--- src/rtl/ttc_trigger_dispatcher_pkg.sv ---
// Shared TTC trigger definitions: FSM state encoding, trigger-info word layout
// and the default accepted trigger type.
package ttc_trigger_dispatcher_pkg;

  typedef enum logic [2:0] {
    ST_IDLE       = 3'd0,
    ST_WAIT_READY = 3'd1,
    ST_STORE      = 3'd2,
    ST_ERROR      = 3'd3
  } state_t;

  localparam logic [4:0]  DEFAULT_ACCEPT_TYPE = 5'b00100;
  localparam int unsigned FIFO_W              = 128;

  localparam int unsigned OFS_TIMESTAMP     = 0;
  localparam int unsigned OFS_TRIG_NUM      = 44;
  localparam int unsigned OFS_EVENT_CNT     = 68;
  localparam int unsigned OFS_TRIG_TYPE     = 92;
  localparam int unsigned OFS_EMPTY_EVENT   = 97;
  localparam int unsigned OFS_XADC          = 98;
  localparam int unsigned OFS_EMPTY_PAYLOAD = 102;
  localparam int unsigned OFS_CHAN_EN       = 103;

  typedef struct packed {
    logic [7:0]  chan_en;
    logic        empty_payload;
    logic [3:0]  xadc_alarms;
    logic        empty_event;
    logic [4:0]  trig_type;
    logic [23:0] event_cnt;
    logic [23:0] trig_num;
    logic [43:0] timestamp;
  } trig_info_t;

  function automatic logic [FIFO_W-1:0] pack_trig_info(input trig_info_t t);
    logic [FIFO_W-1:0] w;
    w = '0;
    w[OFS_TIMESTAMP +: 44]   = t.timestamp;
    w[OFS_TRIG_NUM +: 24]    = t.trig_num;
    w[OFS_EVENT_CNT +: 24]   = t.event_cnt;
    w[OFS_TRIG_TYPE +: 5]    = t.trig_type;
    w[OFS_EMPTY_EVENT]       = t.empty_event;
    w[OFS_XADC +: 4]         = t.xadc_alarms;
    w[OFS_EMPTY_PAYLOAD]     = t.empty_payload;
    w[OFS_CHAN_EN +: 8]      = t.chan_en;
    return w;
  endfunction

endpackage

--- src/rtl/ttc_trigger_dispatcher_if.sv ---
// Trigger-info FIFO valid/ready handshake between the dispatcher and the FIFO.
interface ttc_trigger_dispatcher_if;
  logic                                         fifo_valid;
  logic                                         fifo_ready;
  logic [ttc_trigger_dispatcher_pkg::FIFO_W-1:0] fifo_data;

  modport master (output fifo_valid, output fifo_data, input fifo_ready);
  modport slave  (input fifo_valid, input fifo_data, output fifo_ready);
endinterface

--- src/rtl/ttc_trigger_dispatcher_ready_timeout_counter.sv ---
// Down-counter that flags when channel readiness has been missing for
// READY_TIMEOUT consecutive decrement cycles.
module ready_timeout_counter #(
  parameter int unsigned READY_TIMEOUT = 1024
) (
  input  logic clk,
  input  logic reset,
  input  logic i_load,
  input  logic i_dec,
  output logic o_expired
);
  localparam int unsigned CW = $clog2(READY_TIMEOUT + 1);

  logic [CW-1:0] r_cnt;

  always_ff @(posedge clk) begin
    if (reset)       r_cnt <= '0;
    else if (i_load) r_cnt <= CW'(READY_TIMEOUT);
    else if (i_dec)  r_cnt <= r_cnt - CW'(1);
    else             r_cnt <= '0;
  end

  // Fires on the last not-ready cycle so the FSM leaves on exactly that edge.
  assign o_expired = i_dec && (r_cnt == CW'(1));
endmodule

--- src/rtl/ttc_trigger_dispatcher.sv ---
// TTC trigger dispatcher: numbers and timestamps triggers, launches channel
// readouts and pushes one trigger-info word per accepted trigger.
module ttc_trigger_dispatcher
  import ttc_trigger_dispatcher_pkg::*;
#(
  parameter int unsigned NUM_CHAN      = 5,
  parameter logic [4:0]  ACCEPT_TYPE   = DEFAULT_ACCEPT_TYPE,
  parameter int unsigned READY_TIMEOUT = 1024
) (
  input  logic                clk,
  input  logic                reset,
  input  logic                reset_trig_num,
  input  logic                reset_trig_timestamp,
  input  logic                ttc_trigger,
  input  logic [4:0]          trig_type,
  input  logic [NUM_CHAN-1:0] chan_en,
  input  logic [NUM_CHAN-1:0] acq_ready,
  input  logic [NUM_CHAN-1:0] acq_activated,
  input  logic [NUM_CHAN-1:0] selftriggers_seen,
  input  logic [3:0]          xadc_alarms,
  input  logic                error_clear,
  output logic                acq_trigger,
  output logic [4:0]          acq_trig_type,
  output logic [23:0]         acq_trig_num,
  ttc_trigger_dispatcher_if.master fifo,
  output logic [2:0]          state,
  output logic [23:0]         trig_num,
  output logic [43:0]         trig_timestamp,
  output logic                error_trig_rate,
  output logic                error_ready_timeout,
  output logic [15:0]         dropped_trig_cnt
);
  state_t              r_state;
  logic                r_acq_trigger, r_fifo_valid;
  logic [4:0]          r_acq_trig_type;
  logic [23:0]         r_acq_trig_num, r_trig_num, r_event_cnt;
  logic [43:0]         r_ts, r_trig_ts;
  logic [3:0]          r_xadc;
  logic [7:0]          r_chan_en;
  logic                r_empty_event, r_empty_payload;
  logic [FIFO_W-1:0]   r_fifo_data;
  logic                r_err_rate, r_err_timeout;
  logic [15:0]         r_dropped;

  logic       w_ready, w_empty_event, w_empty_payload, w_accept, w_wait_dec, w_expired;
  logic [7:0] w_chan_en8;
  trig_info_t w_info;

  always_comb begin
    w_chan_en8                 = '0;
    w_chan_en8[NUM_CHAN-1:0]   = chan_en;
    w_ready         = &(acq_ready | ~chan_en);
    w_empty_event   = (trig_type != ACCEPT_TYPE) || (chan_en == '0) ||
                      ((acq_activated & chan_en) == '0);
    w_empty_payload = !w_empty_event && ((selftriggers_seen & chan_en) == '0);
    w_accept        = (r_state == ST_IDLE) && ttc_trigger;
    w_wait_dec      = (r_state == ST_WAIT_READY) && !w_ready;
    w_info          = '{chan_en: r_chan_en, empty_payload: r_empty_payload,
                        xadc_alarms: r_xadc, empty_event: r_empty_event,
                        trig_type: r_acq_trig_type, event_cnt: r_event_cnt,
                        trig_num: r_acq_trig_num, timestamp: r_trig_ts};
  end

  ready_timeout_counter #(.READY_TIMEOUT(READY_TIMEOUT)) u_ready_timeout (
    .clk       (clk),
    .reset     (reset),
    .i_load    (w_accept),
    .i_dec     (w_wait_dec),
    .o_expired (w_expired)
  );

  always_ff @(posedge clk) begin
    if (reset) begin
      r_state         <= ST_IDLE;
      r_acq_trigger   <= 1'b0;
      r_fifo_valid    <= 1'b0;
      r_fifo_data     <= '0;
      r_acq_trig_type <= '0;
      r_acq_trig_num  <= 24'd1;
      r_trig_num      <= 24'd1;
      r_event_cnt     <= 24'd1;
      r_ts            <= '0;
      r_trig_ts       <= '0;
      r_xadc          <= '0;
      r_chan_en       <= '0;
      r_empty_event   <= 1'b0;
      r_empty_payload <= 1'b0;
      r_err_rate      <= 1'b0;
      r_err_timeout   <= 1'b0;
      r_dropped       <= '0;
    end else begin
      r_acq_trigger <= 1'b0;
      r_ts          <= r_ts + 44'd1;
      if (ttc_trigger) r_trig_num <= r_trig_num + 24'd1;

      if (error_clear) begin
        r_err_rate    <= 1'b0;
        r_err_timeout <= 1'b0;
        r_dropped     <= '0;
      end else if (ttc_trigger && (r_state != ST_IDLE)) begin
        r_err_rate <= 1'b1;
        if (r_dropped != '1) r_dropped <= r_dropped + 16'd1;
      end

      case (r_state)
        ST_IDLE: if (ttc_trigger) begin
          r_acq_trig_num  <= r_trig_num;
          r_acq_trig_type <= trig_type;
          r_trig_ts       <= r_ts;
          r_xadc          <= xadc_alarms;
          r_chan_en       <= w_chan_en8;
          r_empty_event   <= w_empty_event;
          r_empty_payload <= w_empty_payload;
          r_state         <= ST_WAIT_READY;
        end
        ST_WAIT_READY: if (w_ready) begin
          r_fifo_valid <= 1'b1;
          r_fifo_data  <= pack_trig_info(w_info);
          r_state      <= ST_STORE;
          if (!r_empty_event) begin
            r_acq_trigger <= 1'b1;
            r_event_cnt   <= r_event_cnt + 24'd1;
          end
        end else if (w_expired) begin
          r_err_timeout <= 1'b1;
          r_state       <= ST_ERROR;
        end
        ST_STORE: if (fifo.fifo_ready) begin
          r_fifo_valid <= 1'b0;
          r_state      <= ST_IDLE;
        end
        ST_ERROR: if (error_clear) r_state <= ST_IDLE;
        default:  r_state <= ST_IDLE;
      endcase

      // Channel B counter resets override any increment or latch above.
      if (reset_trig_num) begin
        r_trig_num     <= 24'd1;
        r_acq_trig_num <= 24'd1;
        r_event_cnt    <= 24'd1;
      end
      if (reset_trig_timestamp) begin
        r_ts      <= '0;
        r_trig_ts <= '0;
      end
    end
  end

  assign acq_trigger         = r_acq_trigger;
  assign acq_trig_type       = r_acq_trig_type;
  assign acq_trig_num        = r_acq_trig_num;
  assign fifo.fifo_valid     = r_fifo_valid;
  assign fifo.fifo_data      = r_fifo_data;
  assign state               = r_state;
  assign trig_num            = r_trig_num;
  assign trig_timestamp      = r_trig_ts;
  assign error_trig_rate     = r_err_rate;
  assign error_ready_timeout = r_err_timeout;
  assign dropped_trig_cnt    = r_dropped;
endmodule

--- src/flat_wrapper.sv ---
// flat-port wrapper written by rule: the top's interface ports become plain ports
module ttc_trigger_dispatcher_flat import ttc_trigger_dispatcher_pkg::*;
#(
  parameter int unsigned NUM_CHAN      = 5,
  parameter logic [4:0]  ACCEPT_TYPE   = DEFAULT_ACCEPT_TYPE,
  parameter int unsigned READY_TIMEOUT = 1024
)
  (clk, reset, reset_trig_num, reset_trig_timestamp, ttc_trigger, trig_type, chan_en, acq_ready, acq_activated, selftriggers_seen, xadc_alarms, error_clear, acq_trigger, acq_trig_type, acq_trig_num, state, trig_num, trig_timestamp, error_trig_rate, error_ready_timeout, dropped_trig_cnt, fifo_fifo_valid, fifo_fifo_data, fifo_fifo_ready);
  ttc_trigger_dispatcher_if fifo_i ();
  input  logic clk;
  input  logic reset;
  input  logic reset_trig_num;
  input  logic reset_trig_timestamp;
  input  logic ttc_trigger;
  input  logic [4:0] trig_type;
  input  logic [NUM_CHAN-1:0] chan_en;
  input  logic [NUM_CHAN-1:0] acq_ready;
  input  logic [NUM_CHAN-1:0] acq_activated;
  input  logic [NUM_CHAN-1:0] selftriggers_seen;
  input  logic [3:0] xadc_alarms;
  input  logic error_clear;
  output logic acq_trigger;
  output logic [4:0] acq_trig_type;
  output logic [23:0] acq_trig_num;
  output logic [2:0] state;
  output logic [23:0] trig_num;
  output logic [43:0] trig_timestamp;
  output logic error_trig_rate;
  output logic error_ready_timeout;
  output logic [15:0] dropped_trig_cnt;
  output wire logic [$bits(fifo_i.fifo_valid)-1:0] fifo_fifo_valid;
  output wire logic [$bits(fifo_i.fifo_data)-1:0] fifo_fifo_data;
  input wire logic [$bits(fifo_i.fifo_ready)-1:0] fifo_fifo_ready;
  assign fifo_fifo_valid = fifo_i.fifo_valid;
  assign fifo_fifo_data = fifo_i.fifo_data;
  assign fifo_i.fifo_ready = fifo_fifo_ready;
  ttc_trigger_dispatcher #(.NUM_CHAN(NUM_CHAN), .ACCEPT_TYPE(ACCEPT_TYPE), .READY_TIMEOUT(READY_TIMEOUT)) u_core (.clk(clk), .reset(reset), .reset_trig_num(reset_trig_num), .reset_trig_timestamp(reset_trig_timestamp), .ttc_trigger(ttc_trigger), .trig_type(trig_type), .chan_en(chan_en), .acq_ready(acq_ready), .acq_activated(acq_activated), .selftriggers_seen(selftriggers_seen), .xadc_alarms(xadc_alarms), .error_clear(error_clear), .acq_trigger(acq_trigger), .acq_trig_type(acq_trig_type), .acq_trig_num(acq_trig_num), .fifo(fifo_i), .state(state), .trig_num(trig_num), .trig_timestamp(trig_timestamp), .error_trig_rate(error_trig_rate), .error_ready_timeout(error_ready_timeout), .dropped_trig_cnt(dropped_trig_cnt));
endmodule
--- config.mk ---
export PLATFORM = sky130hd
export DESIGN_NAME = ttc_trigger_dispatcher_flat
export DESIGN_NICKNAME = d
export VERILOG_FILES = /design/src/rtl/ttc_trigger_dispatcher_pkg.sv /design/src/rtl/ttc_trigger_dispatcher_if.sv /design/src/rtl/ttc_trigger_dispatcher_ready_timeout_counter.sv /design/src/rtl/ttc_trigger_dispatcher.sv /design/src/flat_wrapper.sv
export SDC_FILE = /design/constraint.sdc
export NUM_CORES = 1
export LEC_CHECK = 0
export ABC_AREA = 1
export CAP_MARGIN = 20
export CORE_MARGIN = 3
export CORE_UTILIZATION = 51
export CTS_CLUSTER_DIAMETER = 50
export DETAILED_ROUTE_END_ITERATION = 10
export PLACE_DENSITY_LB_ADDON = 0.1
export SETUP_SLACK_MARGIN = 0.1
export SLEW_MARGIN = 20
export SYNTH_ARGS = -nofsm -noshare
export SYNTH_HDL_FRONTEND = slang
export SYNTH_SLANG_ARGS = --single-unit
export TNS_END_PERCENT = 100
--- constraint.sdc ---
create_clock -name clk -period 1.9 [get_ports clk]
set_input_delay 0.38 -clock clk [delete_from_list [all_inputs] [get_ports clk]]
set_output_delay 0.38 -clock clk [all_outputs]
set_load 0.005 [all_outputs]
==> results of run 1 <==
[power breakdown]
| group | leakage [nW] | switching [mW] | internal, mW |
|---|---|---|---|
| Sequential | 2.61 | 0.436 | 7.26 |
| Combinational | 4.54 | 1.79 | 1.61 |
| Clock | 0.612 | 2.69 | 4.33 |
[layout make-up]
class / instances / share of cell area
multi-input cells: 1363 / 0.338
inverters: 135 / 0.0281
clock inverters: 11 / 0.00614
clock buffers: 52 / 0.0613
well taps: 330 / 0.0228
flip-flops and latches: 317 / 0.357
repair buffers: 330 / 0.186
diodes: 1 / 0.000138
[kinds of logic after synthesis]
kind of cell,after synthesis,share of synthesized area
DFF,317,0.473
xor gates and xnor gates,14,0.00914
adders and majority gates,6,0.00559
AOI/OAI and AO/OA,360,0.139
buffers and inverters,230,0.0783
and+or+nand+nor,961,0.294
other,1,0.000279
[placed cells by master (no fill, tap or decap), drive strengths merged]
cell type,n
o22ai,1
clkinvlp,1
nor2,500
and3,1
nor3b,5
xnor2,9
o211ai,1
a21oi,131
nor3,15
nand3,81
nand3b,1
or2,2
o21ai,214
conb,21
o31ai,1
o21a,2
diode,1
nand2,332
clkinv,8
buf,68
clkbuf,52
a211oi,8
dlygate4sd2,26
xor2,5
inv,135
nand4,25
clkdlybuf4s50,201
ha,6
o21bai,1
bufinv,2
dfxtp,317
dlymetal6s2s,35
o211a,1
[synthesized netlist by cell type, types with 2 or more instances]
cell	instances
nand3_1	81
buf_2	31
clkbuf_1	29
nor3_1	15
nand4_1	25
buf_4	25
o21ai_0	192
nor2_2	16
inv_1	129
nand2_1	328
xor2_1	5
nor3b_1	4
inv_2	5
buf_6	7
a21oi_1	126
dfxtp_1	317
xnor2_1	9
ha_1	6
o21ai_1	21
or2_2	2
a21oi_2	4
buf_1	3
nor2_1	475
a211oi_1	8
nand2_2	3
nor2_4	7
o21a_1	2
[per-stage QoR]
step / setup TNS (ps) / hold slack (ps)
floorplan: 0 / 429
global placement: -10420 / 448
detailed placement: -16600 / 455
CTS: 0 / 451
global route: 0 / 480
finish: 0 / 464
[routing by layer]
layer	vias up	track usage
met2	476	0.433
met5	-	0
met3	72	0.0608
li1	6638	-
met1	6107	0.374
met4	2	0.0783
[worst paths after layout]
check,to,start,depth (start not counted)
max,fifo_fifo_data[103],u_core.fifo.fifo_data[103],1
min reg2reg,u_core.u_ready_timeout.r_cnt[0],u_core.u_ready_timeout.r_cnt[0],1
max reg2reg,u_core.r_event_cnt[12],u_core.r_event_cnt[0],9
min,u_core.u_ready_timeout.r_cnt[0],u_core.u_ready_timeout.r_cnt[0],1
[state kept, by name, summed over array words and instances, names as in the netlist]
| register | flops |
|---|---|
| u_core.r_xadc | 4 |
| u_core.acq_trig_num | 24 |
| u_core.trig_timestamp | 44 |
| u_core.fifo.fifo_data | 108 |
| u_core.dropped_trig_cnt | 16 |
| u_core.acq_trigger | 1 |
| u_core.r_empty_event | 1 |
| u_core.r_ts | 44 |
| u_core.state | 2 |
| u_core.r_chan_en | 5 |
| u_core.u_ready_timeout.r_cnt | 11 |
| u_core.error_trig_rate | 1 |
| u_core.fifo.fifo_valid | 1 |
| u_core.trig_num | 24 |
| u_core.r_empty_payload | 1 |
| u_core.error_ready_timeout | 1 |
| u_core.r_event_cnt | 24 |
| u_core.acq_trig_type | 5 |
[timing repair]
item,CTS,global route
cloned,0,1
resized for setup,76,86
setup buffers,0,5
pin swaps,0,3
endpoints found under the setup margin,65,98
hold buffers,0,0
==> parameters.txt, run 1 <==
Parameter                              Value

Timing
  Number of endpoints with negative hold slack in the final report ... 0
  Smallest setup slack after layout ... 137 ps
  Largest clock skew in the final design ... 11.6 ps
  Period utilization ... 0.928
  Maximum clock frequency ... roughly 0.57 GHz
  Actual transition at the worst max-transition pin ... around 530 ps
  Max-slew violation count ... 0
  Final setup violation count ... 0
  Tmin final ... ~1800 ps
  Headroom to the max-slew limit ... 0.647
  Setup repair after global routing missed its margin ... yes

Routing
  Wire length per cell after detailed routing ... 15.5 um
  Post-Route M1 WL ... approximately 18 mm
  Final wirelength ... 39.5 mm
  Initial drt markers ... 1302
  DR vias ... roughly 13000
  Vias per inst ... ~5.2
  Met3 wirelength from detailed routing ... 3.08 mm
  Residual antenna-violating net count after detailed routing ... 0
  Met2 routed wirelength ... about 18 mm
  Residual DRC ... 0
  Detailed-routing iteration count for the pre-antenna-repair pass ... 5
  Top routing layer used ... met5

Synth
  Post-synthesis async set-or-reset flop share ... 0
  Post-synthesis cell count ... approximately 1900
  Cell type with the largest total area after synthesis ... dfxtp_1
  Post-synthesis sequential area ratio ... 0.473
  Netlist area before placement ... between 10000 and 15000 sq um
  Unique masters post-synth ... between 40 and 50
  Warning count from the yosys run ... 0
  Avg Cell Area, Syn ... between 7 and 8 sq um
  Top_reg_cell synth ... dfxtp_1
  Count of flip-flops with a built-in enable after synthesis ... 0
  Dominant cells by area after synthesis ... dfxtp_1, nor2_1, nand2_1
  Share of the synthesized area in the top cell type ... 0.473
  Register bit count reported by yosys ... roughly 320

Pwr
  PnR Total Power ... approximately 18 mW
  Total power density per cell area ... 998 nW/um^2
  Leakage power of the design ... about 7.8 nW
  VDD IR max ... around 650 uV

Clocking
  Total number of H-tree levels ... 2
  Total number of clock tree sinks ... approximately 320
  Clock insertion delay at the later pin of the skew report ... roughly 500 ps
  Clock Tree Buf Depth ... 3
  CTS tree ... built
  Clk Tree Root Cell ... clkbuf_16
  CTS clock-pin slew for the worst setup and hold paths ... approximately 60 ps
  Total clock buffers created by CTS ... 36

Critical path
  Cell breakdown of the critical path ... clkdlybuf4s50_1
  Crit path max-delay family ... buffers and inverters
  Crit path kind ... flip-flop to primary output
  Data required time at the worst endpoint ... about 1500 ps
  Critical path data arrival time ... 1380 ps
  Startpoint types ... flip-flop
  Slowest-stage cell, CP ... clkdlybuf4s50_1
  Kind of end point of the critical path ... primary output
  Critical path's largest stage delay ... between 500 and 600 ps
  Internal reg-to-reg setup slack ... about 220 ps
  Count of buffer and inverter cells on the critical path ... 1
  Critical Path Fanout Max ... 2

Floorplanning
  DIE HEIGHT ... 168 um
  Std-Cell Rows ... 58
  Die Footprint ... between 20000 and 30000 sq um
  CORE AREA ... about 26000 sq um
  Die X-Extent ... between 150 and 200 um
  Top-Level Pins ... 284
  Starting Density ... 0.525

Place
  Placed cell count ... ~2500
  Count of buffers from port buffering ... around 260
  Detailed-placement wirelength estimate ... roughly 28 mm
  Pre-CTS WS ... -155 ps
  DP Area ... approximately 17000 sq um
  Weighted congestion reported at the end of routability-driven placement ... 0.932

Layout
  Non-Filler Instances ... roughly 2500
  Register cell area after layout ... 6480 sq um
  Share of layout cells above drive strength 1 ... 0.115
  Multi-input gate area in the final layout ... 6140 sq um
  Layout filler cell count ... approximately 2100
  Utilization after layout ... 0.710
  Area of all placed cells without fillers ... 18100 sq um
  Count of nets after finishing ... 2225
  Syn-to-layout area delta ... 35.2%

Outcome
  Outcome ... complete, no violations

GRT
  Global-route total usage across every layer ... 0.272
  Largest net degree at the start of global routing ... 66
  First-pass GRT wire length ... 64.4 mm
  Final global-route overflow total ... 0
  Via count of the first global-routing pass ... 12625
  Antenna violations before repair ... 2

Flow run
  Number of max-cap violations ... 0

Hold path
  Worst min-delay path class ... flip-flop to flip-flop
Power figures use the tool's default switching activity.
==> run 2: changes to the inputs <==
--- a/config.mk
+++ b/config.mk
@@ -11,7 +11,9 @@
 export CORE_UTILIZATION = 51
 export CTS_CLUSTER_DIAMETER = 50
 export DETAILED_ROUTE_END_ITERATION = 10
+export GPL_TIMING_DRIVEN = 0
 export PLACE_DENSITY_LB_ADDON = 0.1
+export REMOVE_ABC_BUFFERS = 1
 export SETUP_SLACK_MARGIN = 0.1
 export SLEW_MARGIN = 20
 export SYNTH_ARGS = -nofsm -noshare
==> run 2 against run 1 <==
Clock power up 2%. Critical path depth stayed put. Cell area decreased by 1.2%. Hold slack worse by 200 ps. Flip-flop and latch count stayed put. Sequential share of layout area up 0.22 points. Sequential power about the same. Largest power group unchanged.
==> parameters.txt, run 2 (synthesis gave the netlist of run 1 again) <==
Parameter                              Value

Floorplanning
  Top-Level Pins ... 284 (unchanged)
  Std-Cell Rows ... 58 (unchanged)
  Starting Density ... 0.525 (unchanged)
  Die X-Extent ... 168 um (unchanged)
  Die Footprint ... 28300 sq um (unchanged)
  DIE HEIGHT ... 168 um (unchanged)
  CORE AREA ... 25500 sq um (unchanged)

Critical path
  Cell breakdown of the critical path ... clkdlybuf4s50_1 (unchanged)
  Kind of end point of the critical path ... primary output (unchanged)
  Crit path kind ... flip-flop to primary output (unchanged)
  Critical Path Fanout Max ... 2 (unchanged)
  Slowest-stage cell, CP ... clkdlybuf4s50_1 (unchanged)
  Crit path max-delay family ... buffers and inverters (unchanged)
  Critical path data arrival time ... 1400 ps (was 1380 ps)
  Count of buffer and inverter cells on the critical path ... 1 (unchanged)
  Data required time at the worst endpoint ... 1520 ps (about the same)
  Critical path's largest stage delay ... 560 ps (was 520 ps)
  Startpoint types ... flip-flop (unchanged)

GRT
  Global-route total usage across every layer ... 0.268 (was 0.272)
  Antenna violations before repair ... 0 (was 2)
  Largest net degree at the start of global routing ... 74 (was 66)
  Final global-route overflow total ... 0 (unchanged)
  First-pass GRT wire length ... 63.4 mm (was 64.4 mm)
  Via count of the first global-routing pass ... 12518 (was 12625)

Layout
  Flip-flop count of the largest register, all copies and words added ... 108 (unchanged)
  Count of nets after finishing ... 2183 (was 2225)
  Most common library cell in the layout ignoring fill and taps ... nor2_1 (unchanged)
  Non-Filler Instances ... 2492 (was 2539)
  Share of layout cells above drive strength 1 ... 0.0930 (was 0.115)
  Layout filler cell count ... 2133 (was 2115)
  Syn-to-layout area delta ... 33.5% (was 35.2%)
  Leading cell types in the layout, fill and taps excluded ... nor2_1, nand2_1, dfxtp_1, o21ai_0, clkdlybuf4s50_1 (was nor2_1, nand2_1, dfxtp_1, clkdlybuf4s50_1, o21ai_0)
  Utilization after layout ... 0.701 (was 0.710)
  Count of antenna diodes in the layout ... 0 (was 1)

Timing
  Period utilization ... 0.936 (was 0.928)
  Setup repair after global routing missed its margin ... yes (unchanged)
  Max-slew violation count ... 0 (unchanged)
  Tmin final ... 1780 ps (was 1760 ps)
  Maximum clock frequency ... 0.562 GHz (was 0.567 GHz)
  Largest clock skew in the final design ... 15.6 ps (was 11.6 ps)
  Final setup violation count ... 0 (unchanged)
  Worst hold slack after final layout ... 262 ps (was 464 ps)
  Actual transition at the worst max-transition pin ... 663 ps (was 527 ps)
  Headroom to the max-slew limit ... 0.557 (was 0.647)
  Number of endpoints with negative hold slack in the final report ... 0 (unchanged)

Routing
  Met3 wirelength from detailed routing ... 2.19 mm (was 3.08 mm)
  Met2 routed wirelength ... 19.2 mm (was 17.5 mm)
  Post-Route M1 WL ... 17.6 mm (was 17.8 mm)
  Final wirelength ... 39.8 mm (was 39.5 mm)
  Vias per inst ... 5.22 (was 5.24)
  Initial drt markers ... 968 (was 1302)
  Residual antenna-violating net count after detailed routing ... 0 (unchanged)
  Wire length per cell after detailed routing ... 16.0 um (was 15.5 um)
  DR vias ... 13003 (was 13295)
  Residual DRC ... 0 (unchanged)
  Top routing layer used ... met4 (was met5)
  Detailed-routing iteration count for the pre-antenna-repair pass ... 5 (unchanged)

Hold path
  Worst min-delay path class ... input port to flip-flop (was flip-flop to flip-flop)

Clocking
  Clock Tree Buf Depth ... 3 (unchanged)
  Clk Tree Root Cell ... clkbuf_16 (unchanged)
  Total number of H-tree levels ... 2 (unchanged)
  CTS tree ... built (unchanged)
  CTS clock-pin slew for the worst setup and hold paths ... 60 ps (about the same)
  Total number of clock tree sinks ... 317 (unchanged)
  Clock insertion delay at the later pin of the skew report ... 510 ps (was 500 ps)
  Total clock buffers created by CTS ... 37 (was 36)

Pwr
  PnR Total Power ... 18.4 mW (was 18.1 mW)
  Share of power burned in combinational logic ... 0.194 (was 0.188)
  Switching fraction of total power ... 0.275 (was 0.271)
  VDD IR max ... 965 uV (was 648 uV)
  Clock power frac ... 0.388 (was 0.387)
  Leakage power of the design ... 7.61 nW (was 7.76 nW)
  Power share of the sequential group ... 0.418 (was 0.425)
  Internal power contribution ... 13.3 mW (was 13.2 mW)
  NetSw ... 5.04 mW (was 4.91 mW)
  Total power density per cell area ... 1020 nW/um^2 (was 998 nW/um^2)

Place
  Weighted congestion reported at the end of routability-driven placement ... 0.899 (was 0.932)
  Placed cell count ... 2415 (was 2469)
  Detailed-placement wirelength estimate ... 25.6 mm (was 28.2 mm)
  Count of buffers from port buffering ... 262 (unchanged)

Outcome
  Outcome ... complete, no violations (unchanged)

Flow run
  Number of max-cap violations ... 0 (unchanged)
## run 2: metal layers
layer,up-vias,GRT usage
met3,65,0.0448
met2,374,0.469
met1,6015,0.343
li1,6549,-
met5,-,0
met4,0,0.0747
## run 2: repair_timing
item / in CTS / in global routing
setup endpoints to repair: 350 / 228
gates resized for setup: 89 / 87
pin swaps: 4 / 6
buffers inserted: 3 / 5
hold buffers: 0 / 0
gates cloned: 6 / 3
## run 2: cell type report
type / instances / area (sq um) / area share
flip-flops and latches: 317 / 6440 / 0.360
multi-input cells: 1367 / 6210 / 0.347
repair buffers: 282 / 3080 / 0.172
clock buffers: 49 / 1050 / 0.0587
inverters: 135 / 533 / 0.0297
well taps: 330 / 413 / 0.0230
clock inverters: 11 / 168 / 0.00936
repair inverters: 1 / 16.3 / 0.000908
## run 2: power by group through the flow
| stage | Combinational, mW | Clock, mW | Sequential [mW] |
|---|---|---|---|
| floorplan | 1.52 | 0 | 7.78 |
| global placement | 3.12 | 0 | 7.77 |
| detailed placement | 3.34 | 0 | 7.79 |
| CTS | 3.49 | 7.21 | 7.67 |
| global route | 3.94 | 7.51 | 7.74 |
| finish | 3.56 | 7.12 | 7.68 |
## run 2: final timing paths
kind                        startpoint                   end  slack [ps]  depth (start not counted)
max          u_core.fifo.fifo_data[39]    fifo_fifo_data[39]         120                          1
min                         chan_en[0]   u_core.r_chan_en[0]         260                          3
max reg2reg            u_core.state[0]  u_core.r_empty_event         230                          9
min reg2reg             u_core.r_ts[0]        u_core.r_ts[0]         440                          1
## run 2: tightest hold or removal path, delay by kind of cell
kind / cells / cell delay, ps
buffers and inverters: 2 / 270
AOI/OAI and AO/OA: 1 / 60
## run 2: metrics by stage
step	setup WS (ps)	instance area (sq um)	TNS, ps
floorplan	-1210	13000	-89890
global placement	-3780	16000	-668720
detailed placement	-1280	16200	-257170
CTS	100	17600	0
global route	45.8	17900	0
finish	122	17900	0
==> run 3: changes to the inputs <==
--- a/config.mk
+++ b/config.mk
@@ -8,7 +8,8 @@
 export ABC_AREA = 1
 export CAP_MARGIN = 20
 export CORE_MARGIN = 3
-export CORE_UTILIZATION = 51
+export CORE_UTILIZATION = 53
+export CTS_BUF_LIST = sky130_fd_sc_hd__clkbuf_4 sky130_fd_sc_hd__clkbuf_8
 export CTS_CLUSTER_DIAMETER = 50
 export DETAILED_ROUTE_END_ITERATION = 10
 export GPL_TIMING_DRIVEN = 0
==> constraint.sdc (replaced) <==
create_clock -name clk -period 1.74 [get_ports clk]
set_input_delay 0.348 -clock clk [delete_from_list [all_inputs] [get_ports clk]]
set_output_delay 0.348 -clock clk [all_outputs]
set_load 0.005 [all_outputs]
==> run 3 against run 2 <==
Clock power is 6.2% lower. Wire length grew 4.7%. Core utilization rose by 3.0 points. Via count up 4.9%. Worst setup slack improved by 6.2 ps. Power is 4.8% higher. Register-to-register slack lost 60 ps. Final cell count up 2.3%. Critical path depth is 11 higher. First-iteration DRC count grew 36%. Die area shrank 3.6%. Critical endpoint is now u_core.fifo.fifo_data[55].
==> parameters.txt, run 3 (synthesis gave the netlist of run 1 again) <==
Parameter                              Value

Hold path
  Worst min-delay path class ... input port to flip-flop (unchanged)
  Worst hold path stage count ... 3 (unchanged)

Pwr
  Internal power contribution ... 13.6 mW (was 13.3 mW)
  NetSw ... 5.65 mW (was 5.04 mW)
  Clock power frac ... 0.347 (was 0.388)
  PnR Total Power ... 19.2 mW (was 18.4 mW)
  VDD IR max ... 922 uV (was 965 uV)
  Share of power burned in combinational logic ... 0.217 (was 0.194)
  Leakage power of the design ... 8.05 nW (was 7.61 nW)
  Switching fraction of total power ... 0.294 (was 0.275)
  Total power density per cell area ... 1070 nW/um^2 (was 1020 nW/um^2)
  Power share of the sequential group ... 0.436 (was 0.418)

Place
  DP Area ... 16200 sq um (about the same)
  Weighted congestion reported at the end of routability-driven placement ... 0.913 (was 0.899)
  Placed cell count ... 2409 (was 2415)
  Count of buffers from port buffering ... 262 (unchanged)
  Pre-CTS WS ... -1300 ps (was -1280 ps)
  Detailed-placement wirelength estimate ... 25.2 mm (was 25.6 mm)

Layout
  Leading cell types in the layout, fill and taps excluded ... nor2_1, nand2_1, dfxtp_1, dlygate4sd2_1, o21ai_0 (was nor2_1, nand2_1, dfxtp_1, o21ai_0, clkdlybuf4s50_1)
  Layout filler cell count ... 2055 (was 2133)
  Count of antenna diodes in the layout ... 0 (unchanged)
  Non-Filler Instances ... 2550 (was 2492)
  Area of all placed cells without fillers ... 18000 sq um (was 17900 sq um)
  Share of layout cells above drive strength 1 ... 0.142 (was 0.0930)
  Syn-to-layout area delta ... 34.2% (was 33.5%)
  Count of nets after finishing ... 2236 (was 2183)
  Utilization after layout ... 0.732 (was 0.701)
  Flip-flop count of the largest register, all copies and words added ... 108 (unchanged)
  Most common library cell in the layout ignoring fill and taps ... nor2_1 (unchanged)

Clocking
  Total number of clock tree sinks ... 317 (unchanged)
  Total clock buffers created by CTS ... 51 (was 37)
  Clock insertion delay at the later pin of the skew report ... 580 ps (was 510 ps)
  CTS clock-pin slew for the worst setup and hold paths ... 60 ps (about the same)
  Total number of H-tree levels ... 2 (unchanged)
  Clk Tree Root Cell ... clkbuf_8 (was clkbuf_16)
  Clock Tree Buf Depth ... 3 (unchanged)
  CTS tree ... built (unchanged)

Critical path
  Number of logic stages on the critical path including buffering ... 12 (was 1)
  Critical Path Fanout Max ... 13 (was 2)
  Startpoint types ... input port (was flip-flop)
  Count of cells along the worst register-to-register path ... 8 (was 9)
  Cell breakdown of the critical path ... clkdlybuf4s50_1, inv_1, nand2_1, nand2_2, nor2_4, nand2_4, nor2_8, buf_12, buf_4, clkbuf_16, o21ai_0, nor2_1 (was clkdlybuf4s50_1)
  Crit path max-delay family ... buffers and inverters (unchanged)
  Data required time at the worst endpoint ... 2240 ps (was 1520 ps)
  Slowest-stage cell, CP ... clkdlybuf4s50_1 (unchanged)
  Critical path's largest stage delay ... 500 ps (was 560 ps)
  Internal reg-to-reg setup slack ... 170 ps (was 230 ps)
  Kind of end point of the critical path ... flip-flop (was primary output)
  Crit path kind ... input port to flip-flop (was flip-flop to primary output)
  Count of buffer and inverter cells on the critical path ... 5 (was 1)
  Critical path data arrival time ... 2110 ps (was 1400 ps)

Routing
  Residual DRC ... 0 (unchanged)
  Detailed-routing iteration count for the pre-antenna-repair pass ... 5 (unchanged)
  DR vias ... 13639 (was 13003)
  Initial drt markers ... 1318 (was 968)
  Final wirelength ... 41.7 mm (was 39.8 mm)
  Vias per inst ... 5.35 (was 5.22)
  Wire length per cell after detailed routing ... 16.4 um (was 16.0 um)
  Residual antenna-violating net count after detailed routing ... 0 (unchanged)

Timing
  Final setup violation count ... 0 (unchanged)
  Headroom to the max-slew limit ... 0.552 (was 0.557)
  Maximum clock frequency ... approximately 0.62 GHz
  Largest clock skew in the final design ... 30.1 ps (was 15.6 ps)
  Smallest setup slack after layout ... 128 ps (was 122 ps)
  Tmin final ... between 1500 and 2000 ps
  Max-slew violation count ... 0 (unchanged)
  Actual transition at the worst max-transition pin ... 672 ps (was 663 ps)
  Number of endpoints with negative hold slack in the final report ... 0 (unchanged)
  Period utilization ... 0.926
  Setup repair after global routing missed its margin ... yes (unchanged)

Floorplanning
  Top-Level Pins ... 284 (unchanged)
  DIE HEIGHT ... 165 um (was 168 um)
  CORE AREA ... 24600 sq um (was 25500 sq um)
  Die Footprint ... 27300 sq um (was 28300 sq um)
  Std-Cell Rows ... 57 (was 58)
  Starting Density ... 0.545 (was 0.525)
  Die X-Extent ... 165 um (was 168 um)

GRT
  First-pass GRT wire length ... 65.4 mm (was 63.4 mm)
  Global-route total usage across every layer ... 0.296 (was 0.268)
  Antenna violations before repair ... 1 (was 0)
  Largest net degree at the start of global routing ... 77 (was 74)
  Final global-route overflow total ... 0 (unchanged)
  Via count of the first global-routing pass ... 12858 (was 12518)

Outcome
  Outcome ... complete, no violations (unchanged)

Flow run
  Number of max-cap violations ... 0 (unchanged)
==> run 3: changes by cell type in the layout (fill, tap and decap cells not counted), moves of 8 or more <==
cell / previous run / this run
nor2_1: 468 / 457
dfxtp_2: 48 / 62
dfxtp_1: 259 / 235
clkbuf_16: 39 / 2
nor2_4: 15 / 23
dfxtp_4: 10 / 20
clkbuf_8: 8 / 60
dlygate4sd2_1: 28 / 227
clkdlybuf4s50_1: 192 / 28
dlymetal6s2s_1: 40 / 0
buf_4: 4 / 35
clkbuf_4: 0 / 18
==> run 3: worst register-to-register path, delay by kind of cell, from the launching register on <==
family	cells	cell delay, ps
buffers and inverters	4	730
AND/OR/NAND/NOR	3	300
flip-flops	1	380
AO/OA/AOI/OAI	1	90
==> run 3: metrics by stage <==
step | TNS (ps) | hold slack, ps
6_report | 0 | 222
5_1_grt | 0 | 215
4_1_cts | 0 | 204
3_5_place_dp | -286360 | 453
3_3_place_gp | -695940 | 447
2_1_floorplan | -121670 | 417
==> run 3: power groups by stage <==
stage / Combinational [mW] / Clock (mW) / Sequential (mW)
2_1_floorplan: 1.66 / 0 / 8.49
3_3_place_gp: 3.41 / 0 / 8.49
3_5_place_dp: 3.67 / 0 / 8.51
4_1_cts: 3.99 / 6.76 / 8.37
5_1_grt: 4.57 / 7.11 / 8.46
6_report: 4.17 / 6.68 / 8.39
==> run 3: what timing repair did <==
item                                    4_1_cts  5_1_grt
pin swaps                                     8       18
setup buffers                                28       15
cloned                                       12        2
endpoints found under the setup margin      522      196
resized for setup                           364       60
hold buffers                                  0        0
==> run 3: worst paths after layout <==
kind	from	to
min	ttc_trigger	u_core.trig_num[1]
min reg2reg	u_core.r_ts[0]	u_core.r_ts[0]
max	acq_ready[0]	u_core.fifo.fifo_data[55]
max reg2reg	u_core.state[1]	u_core.acq_trig_num[15]
==> run 3: final cells by class <==
class,count,area (sq um),share of cell area
Sequential cell,317,6500,0.361
Multi-Input combinational cell,1368,6360,0.353
Timing Repair Buffer,320,3130,0.174
Clock buffer,78,961,0.0534
Inverter,135,541,0.0300
Tap cell,324,405,0.0225
Clock inverter,7,96.3,0.00535
Timing Repair inverter,1,16.3,0.000903
==> run 3: per-layer routing <==
layer | GRT usage | routed length [um]
met4 | 0.115 | 1450
met1 | 0.364 | 17100
met3 | 0.0676 | 3180
met5 | 0 | 11
met2 | 0.502 | 20000
